**src/rtl/instr_mem_loadable_pkg.sv**
```systemverilog
// Shared definitions for the loadable instruction memory: FSM state encoding,
// the default NOP word and the MIPS opcode constants also used by the decoder.
package instr_mem_loadable_pkg;

   typedef enum logic [1:0] {
      ST_IDLE = 2'd0,
      ST_LOAD = 2'd1,
      ST_RUN  = 2'd2
   } imem_state_e;

   // sll r0,r0,0 encodes as all zeros
   localparam logic [31:0] NOP_WORD_DEFAULT = 32'h0000_0000;

   localparam logic [5:0] OP_RTYPE = 6'h00;
   localparam logic [5:0] OP_J     = 6'h02;
   localparam logic [5:0] OP_BEQ   = 6'h04;
   localparam logic [5:0] OP_ADDI  = 6'h08;
   localparam logic [5:0] OP_LW    = 6'h23;
   localparam logic [5:0] OP_SW    = 6'h2B;

   function automatic logic [5:0] opcode_of(input logic [31:0] word);
      return word[31:26];
   endfunction

endpackage

```
**src/rtl/instr_mem_loadable_ram.sv**
```systemverilog
// DEPTH x DATA_W storage with synchronous write and registered synchronous read.
module imem_ram #(
   parameter int DATA_W = 32,
   parameter int ADDR_W = 4
) (
   input  logic              clk,
   input  logic              rst,
   input  logic              we,
   input  logic [ADDR_W-1:0] waddr,
   input  logic [DATA_W-1:0] wdata,
   input  logic              re,
   input  logic [ADDR_W-1:0] raddr,
   output logic [DATA_W-1:0] rdata
);

   localparam int DEPTH = 2**ADDR_W;

   logic [DATA_W-1:0] mem [DEPTH];

   // NOTE: the array has no reset so it maps onto block RAM; only the read register is reset.
   always_ff @(posedge clk) begin
      if (we) begin
         mem[waddr] <= wdata;
      end
   end

   always_ff @(posedge clk or negedge rst) begin
      if (!rst) begin
         rdata <= '0;
      end else if (re) begin
         rdata <= mem[raddr];
      end
   end

endmodule

```
**src/rtl/instr_mem_loadable.sv**
```systemverilog
// Loadable instruction memory: streams a program in over valid/ready, then serves
// PC fetches with a 1-cycle registered read, faulting misaligned or unloaded addresses.
module instr_mem_loadable
   import instr_mem_loadable_pkg::*;
#(
   parameter int                DATA_W   = 32,
   parameter int                ADDR_W   = 4,
   parameter int                PC_W     = ADDR_W + 2,
   parameter logic [DATA_W-1:0] NOP_WORD = DATA_W'(NOP_WORD_DEFAULT)
) (
   input  logic              clk,
   input  logic              rst,
   input  logic              load_start,
   input  logic              load_valid,
   output logic              load_ready,
   input  logic [DATA_W-1:0] load_data,
   input  logic              load_last,
   output logic              load_done,
   input  logic              fetch_req,
   input  logic [PC_W-1:0]   fetch_addr,
   output logic              fetch_valid,
   output logic [DATA_W-1:0] instruction,
   output logic              fetch_fault,
   output logic              busy,
   output logic [ADDR_W:0]   loaded_count
);

   localparam int              DEPTH     = 2**ADDR_W;
   localparam logic [ADDR_W-1:0] LAST_PTR  = ADDR_W'(DEPTH - 1);
   localparam logic [ADDR_W:0]   FULL_CNT  = (ADDR_W+1)'(DEPTH);

   imem_state_e state_q, state_d;

   logic [ADDR_W-1:0] wr_ptr_q;
   logic [ADDR_W:0]   loaded_count_q;
   logic              load_done_q;
   logic              fetch_valid_q;
   logic              fetch_fault_q;
   logic              nop_sel_q;

   logic              load_accept;
   logic              load_exit;
   logic              fetch_accept;
   logic              fetch_bad;
   logic [PC_W-3:0]   fetch_word;
   logic [DATA_W-1:0] ram_rdata;

   // NOTE: every always_comb output gets a default first so no path leaves it unassigned (no latch).
   always_comb begin
      state_d      = state_q;
      busy         = (state_q == ST_LOAD);
      // A restart pulse drops any word offered in the same cycle, so ready is withheld.
      load_ready   = busy && !load_start;
      load_accept  = load_valid && load_ready;
      load_exit    = load_accept && (load_last || (wr_ptr_q == LAST_PTR));

      unique case (state_q)
         ST_IDLE, ST_RUN: if (load_start) state_d = ST_LOAD;
         ST_LOAD: begin
            if (load_start) begin
               state_d = ST_LOAD;
            end else if (load_exit) begin
               state_d = ST_RUN;
            end
         end
         default: state_d = ST_IDLE;
      endcase

      // Load and fetch never overlap, so the RAM needs no read/write collision handling.
      fetch_accept = fetch_req && (state_q != ST_LOAD) && !load_start;
      fetch_word   = fetch_addr[PC_W-1:2];
      fetch_bad    = (fetch_addr[1:0] != 2'b00) ||
                     (int'(fetch_word) >= int'(loaded_count_q));
   end

   // NOTE: sequential state uses non-blocking assignments so all registers update from pre-edge values.
   always_ff @(posedge clk or negedge rst) begin
      if (!rst) begin
         state_q        <= ST_IDLE;
         wr_ptr_q       <= '0;
         loaded_count_q <= '0;
         load_done_q    <= 1'b0;
         fetch_valid_q  <= 1'b0;
         fetch_fault_q  <= 1'b0;
         nop_sel_q      <= 1'b0;
      end else begin
         state_q     <= state_d;
         load_done_q <= load_exit;

         if (load_start) begin
            wr_ptr_q       <= '0;
            loaded_count_q <= '0;
         end else if (load_accept) begin
            if (wr_ptr_q != LAST_PTR) wr_ptr_q <= wr_ptr_q + 1'b1;
            if (loaded_count_q != FULL_CNT) loaded_count_q <= loaded_count_q + 1'b1;
         end

         fetch_valid_q <= fetch_accept;
         fetch_fault_q <= fetch_accept && fetch_bad;
         // Output select is sticky so instruction holds its last value between fetches.
         if (fetch_accept) nop_sel_q <= fetch_bad;
      end
   end

   imem_ram #(
      .DATA_W (DATA_W),
      .ADDR_W (ADDR_W)
   ) u_ram (
      .clk   (clk),
      .rst   (rst),
      .we    (load_accept),
      .waddr (wr_ptr_q),
      .wdata (load_data),
      .re    (fetch_accept && !fetch_bad),
      .raddr (fetch_word[ADDR_W-1:0]),
      .rdata (ram_rdata)
   );

   assign load_done    = load_done_q;
   assign fetch_valid  = fetch_valid_q;
   assign fetch_fault  = fetch_fault_q;
   assign instruction  = nop_sel_q ? NOP_WORD : ram_rdata;
   assign loaded_count = loaded_count_q;

endmodule

```
**config.mk**
```make
export PLATFORM = sky130hd
export DESIGN_NAME = instr_mem_loadable
export DESIGN_NICKNAME = d
export VERILOG_FILES = /design/src/rtl/instr_mem_loadable_pkg.sv /design/src/rtl/instr_mem_loadable_ram.sv /design/src/rtl/instr_mem_loadable.sv
export SDC_FILE = /design/constraint.sdc
export NUM_CORES = 1
export LEC_CHECK = 0
export ABC_AREA = 1
export CORE_MARGIN = 10
export CORE_UTILIZATION = 65
export CTS_BUF_LIST = sky130_fd_sc_hd__clkbuf_8
export CTS_CLUSTER_DIAMETER = 40
export DETAILED_ROUTE_END_ITERATION = 7
export PLACE_DENSITY = 0.89
export SLEW_MARGIN = 20
export SYNTH_ARGS = -nofsm -noshare
export SYNTH_HDL_FRONTEND = slang
export SYNTH_SLANG_ARGS = --single-unit
```
**constraint.sdc**
```tcl
create_clock -name clk -period 4 [get_ports clk]
set_input_delay 0.8 -clock clk [delete_from_list [all_inputs] [get_ports clk]]
set_output_delay 0.8 -clock clk [all_outputs]
set_load 0.01 [all_outputs]
```
Word level (Yosys, flattened, before mapping) --
Memory sizes are Yosys's and may differ from the RTL's. A register that Yosys moved wholly into a read port is not among the register bits. Index checks and enable logic that the tools add are counted.
Word-level totals: logic and storage cells 53, memories kept 1, bits in registers 15, output and inout bits 42, RAM bits 512, bits of input ports 44
Memories:
- u_ram.mem | depth 16, bits a word 32, rd ports 1, clocked after memory_dff 1, wr ports 1, RTL line instr_mem_loadable_ram.sv:18 | logic [DATA_W-1:0] mem [DEPTH];
Operators by class: multiplexer cells 13, $lt $le $gt $ge 1, reductions and logical operators 21, add/sub/neg operators 2, equality and inequality tests 8
Operators by type and width (number):
- $mux W32 | 1
- $mux W5 | 3
- $mux W4 | 3
- $reduce_bool A2 Y1 | 4
- $logic_and A1 B1 Y1 | 7
- $mux W2 | 3
- $reduce_and A2 Y1 | 3
- $add A5 B1 Y5 const B | 1
- $ge A4 B5 Y1 | 1
- $ne A5 B5 Y1 const B | 1
- $add A4 B1 Y4 const B | 1
- $eq A4 B4 Y1 const B | 1
- $ne A4 B4 Y1 const B | 1
- $pmux W2 S2 | 1
- $logic_not A1 Y1 | 3
- $ne A3 B2 Y1 const B | 1
- $eq A2 B1 Y1 const B | 1
- $eq A2 B2 Y1 const B | 1
- $logic_not A2 Y1 | 1
- $logic_or A1 B1 Y1 | 2
- $mux W1 | 2
- $ne A2 B1 Y1 const B | 1
- $ne A2 B2 Y1 const B | 1
- $reduce_or A2 Y1 | 1

Longest topological paths before layout --
word-level depth 7, depth in mapped cells 14, gate-level depth less buffers 10

By module --
Synthesis repeated with hierarchy kept, for this count alone.
Second synthesis, totals: cell total of the unflattened synthesis 2028, area total of the unflattened synthesis 23020.8 µm²
Modules (own cells, without submodules):
- imem_ram | seq. area each 16175.5 µm², times used 1, area an instance 21839.7 µm², cells an instance 1842
- instr_mem_loadable | seq. area each 375.4 µm², times used 1, area an instance 1181.1 µm², cells an instance 186

Worst setup path before layout --
Ideal clock, no wire load.
path type input to register, from input load_start, to memory u_ram.mem[7][0] (enable), arrival time 2715 ps, stages on the path 4, slack 862 ps, required time 3577 ps, cell sequence buf_6 nor3_4 nand2_1 nor2_1
Between the ends: cells in the longest elaborated chain, start to end 5
Ends and longest elaborated chain:
- start: declaration | RTL line instr_mem_loadable.sv:13 | input logic load_start,
- $logic_not A1 Y1 | RTL line instr_mem_loadable.sv:53 | load_ready = busy && !load_start;
- $logic_and A1 B1 Y1 | RTL line instr_mem_loadable.sv:53
- $logic_and A1 B1 Y1 | RTL line instr_mem_loadable.sv:54 | load_accept = load_valid && load_ready;
- $mux W1 | RTL line instr_mem_loadable_ram.sv:22 | if (we) begin
- $mux W1 (implied by the code) | RTL line instr_mem_loadable_ram.sv:23 | mem[waddr] <= wdata;
- end: declaration | RTL line instr_mem_loadable_ram.sv:18
Every way passes these cells.

Worst setup path after layout --
from register nop_sel_q, to output instruction[30]
Between the ends: cells in the longest elaborated chain, start to end 1
Ends and longest elaborated chain:
- start: declaration | RTL line instr_mem_loadable.sv:39 | logic nop_sel_q;
- start signal: assignment | RTL line instr_mem_loadable.sv:101 | if (fetch_accept) nop_sel_q <= fetch_bad;
- $mux W32 | RTL line instr_mem_loadable.sv:122 | assign instruction = nop_sel_q ? NOP_WORD : ram_rdata;
- end: declaration | RTL line instr_mem_loadable.sv:22 | output logic [DATA_W-1:0] instruction,
Every way passes these cells.

==> out/qor.yml <==
fin_crit_sh_pct: 76.8
hold_class: "input pin to asynchronous set/reset pin"
grt_max_degree: 182
place_inst: 2466
drtIter0Drc: 2603
timing.rr.start: "state_q[1]"
cts_setup_buffers: 0
wl_mm: 58.2
vias: 16200
cts_tree: "yes"
synth_largest_area_cell: "edfxtp_1"
instances_no_fill: 2619
coreArea_mm2: 0.0347
die_y_um: 208
peakVddDrop_uv: 296
crit_family: "buffers and inverters"
grt_use_total_pct: 26.2
synth_area_leaders: "edfxtp_1, nand2_1, nand3_1"
r2r_cells: 6
internal-power_mw: 8.96
leakage_nw: 9.86
synth_edf_count: 512
postCtsResizedCells: 0
crit_path_end_kind: "primary output"
p_clk_share_pct: 35.8
final_design_area_no_fill_mm2: 0.0257
die_width_um: 208
fin_worst_skew_ns: 0.0321
finalSetupViolCount: 0
rsz0062_at_grt: "false"
syn-cell-area_mm2: 0.0230
portBuffers: 85
violations: "DRC"
diodes: 0
r2r_end: "u_ram.mem[14][3]"
timing.hold.ws_ns: 0.322
syn_to_final_growth_pct: 11.5
slowest_delay_ns: 0.59
drc: 1
start_kind: "flop"
gp_congestion: 0.838
syn_avg_cell_area_um2: 11.5
drive_gt1_share_pct: 7.86
dieArea_mm2: 0.0433
regArea_mm2: 0.0166
final_antenna_net_count: 0
synth_cell_types: 29
yosysTopAreaCellShare_pct: 66.8
fin_crit_ns: 3.07
initial_core_util_pct: 66.3
ctsHoldBuffers: 0
path_cells: "buf_4, nor2_1, clkdlybuf4s50_1"
dpl_cell_area_mm2: 0.0241
hold_viol_final: 0
synthCells: 2006
ys_seq_area_share_pct: 72.0
syn_nets: 2060
swShare_pct: 24.5
grt_pass1_wl_mm: 89.7
grt_remaining_overflow: 0
critPathRequiredTime_ns: 3.20
cts_buffers: 84
grt_pass1_vias: 16200
fmax_mhz: 326
seq_power_share_pct: 55.3
fill_cells: 2033
p_sw_mw: 2.90
cp.arrival_ns: 2.27
maxCapViolations: 0
r2r_slack_ns: 1.45
rows: 68
io_pins: 86
dp_hpwl_mm: 33.4
nets: 2151
status: "complete, but fails checks"
cts_root_buf: "clkbuf_8"
yosysMostFrequentCell: "nand2_1"
power_frac_comb_pct: 8.8
synth_warnings: 0
drtPass1Iterations: 8
final_util_pct: 73.9
power_density_mw_per_mm2: 463
drv_slew: 0
relSlewSlack_pct: 34.7
synth_flop_cell: "edfxtp_1"
cts_max_path_buffers: 3
crit_type: "flop to primary output"
worst_pin_slew_ns: 0.977
cp_num_buf_inv: 2
async_flop_share_pct: 8.41
synth_common_cells: "nand2_1, edfxtp_1, nand3_1"
synth_seq_cells: 559
grt_antenna_before_repair: 0
clkTransAtPathRegs_ns: 0.07
multiInputGateArea_mm2: 0.00557
insertion_delay_ns: 0.64
via_per_inst: 6.17
cp_slowest_cell: "dfrtp_1"
crit_start: "nop_sel_q"
htree_num_levels: 3
cp_max_fo: 28
post_drt_wl_per_cell_um: 22.2
clock-sinks: 559
final.setup.tns_ns: 0
-- state kept, by name, indices dropped and copies added, names as in the netlist, 2 cells and up --
| register | count |
|---|---|
| loaded_count | 5 |
| u_ram.mem | 512 |
| state_q | 2 |
| wr_ptr_q | 4 |
| u_ram.rdata | 32 |
-- power groups by stage --
stage	logic (mW)	clock network, mW	registers (mW)
2_1_floorplan	0.593	0	6.66
5_1_grt	1.14	4.54	6.58
3_3_place_gp	0.981	0	6.68
3_5_place_dp	1.03	0	6.68
6_report	1.05	4.25	6.57
4_1_cts	1.04	4.26	6.57
-- worst reg2reg max path, stage by stage, from the launching register on --
cell,delay [ns]
dfrtp_1,0.40
inv_1,0.07
nand2_2,0.09
nor3_4,0.34
nand2_1,0.38
nor2_4,0.65
buf_4,0.31
-- placed cells by master, fill, tap and decap left out, drive strengths merged --
master and count:
clkbuf 89, clkinvlp 2, nand3b 1, nand3 394
clkinv 19, buf 41, inv 100, or2 1
clkdlybuf4s50 80, nor3 1, nand2 790, o21ai 8
ha 10, dfrtp 47, xor2 3, bufinv 1
nand4 1, a211oi 2, nor2 56, edfxtp 512
a21oi 5, o21bai 1
-- how the worst max path moves through the flow --
stage	slack, ns	end	depth (start not counted)
floorplan	0.86	u_ram.mem[7][0]	4
global placement	0.78	u_ram.mem[14][27]	6
detailed placement	0.65	u_ram.mem[14][3]	6
CTS	0.91	instruction[30]	3
global route	0.81	instruction[30]	3
finish	0.93	instruction[30]	3
-- final cells by class --
class	count	share of cell area [%]
multi-input combinational	1273	21.7
timing repair buffer	121	4.75
sequential	559	64.5
clock inverter	64	1.16
inverter	58	0.878
tap	455	2.22
clock buffer	89	4.78
-- routing by layer --
metal	up-vias	global-route usage [%]	wire, um
met5	-	0	0
met4	0	10.0	1450
met3	156	7.65	8620
met2	1313	41.3	27600
met1	7640	34.0	20500
li1	7054	-	-
-- cells by family (layout without fill, tap and decap cells) --
kind of cell	after synthesis	count (layout)	synth area share, %
AO/OA/AOI/OAI	16	16	0.397
XOR/XNOR	3	3	0.114
adder cells (fa/ha/maj)	10	10	0.544
buffers and inverters	174	332	4.36
flip-flops	559	559	72.0
AND/OR/NAND/NOR	1244	1244	22.6
-- per-stage QoR --
stage,setup slack (ns),total power [mW]
finish,0.930,11.9
global placement,0.778,7.66
global route,0.807,12.3
floorplan,0.862,7.25
CTS,0.913,11.9
detailed placement,0.649,7.71
Power figures use the tool's default switching activity.
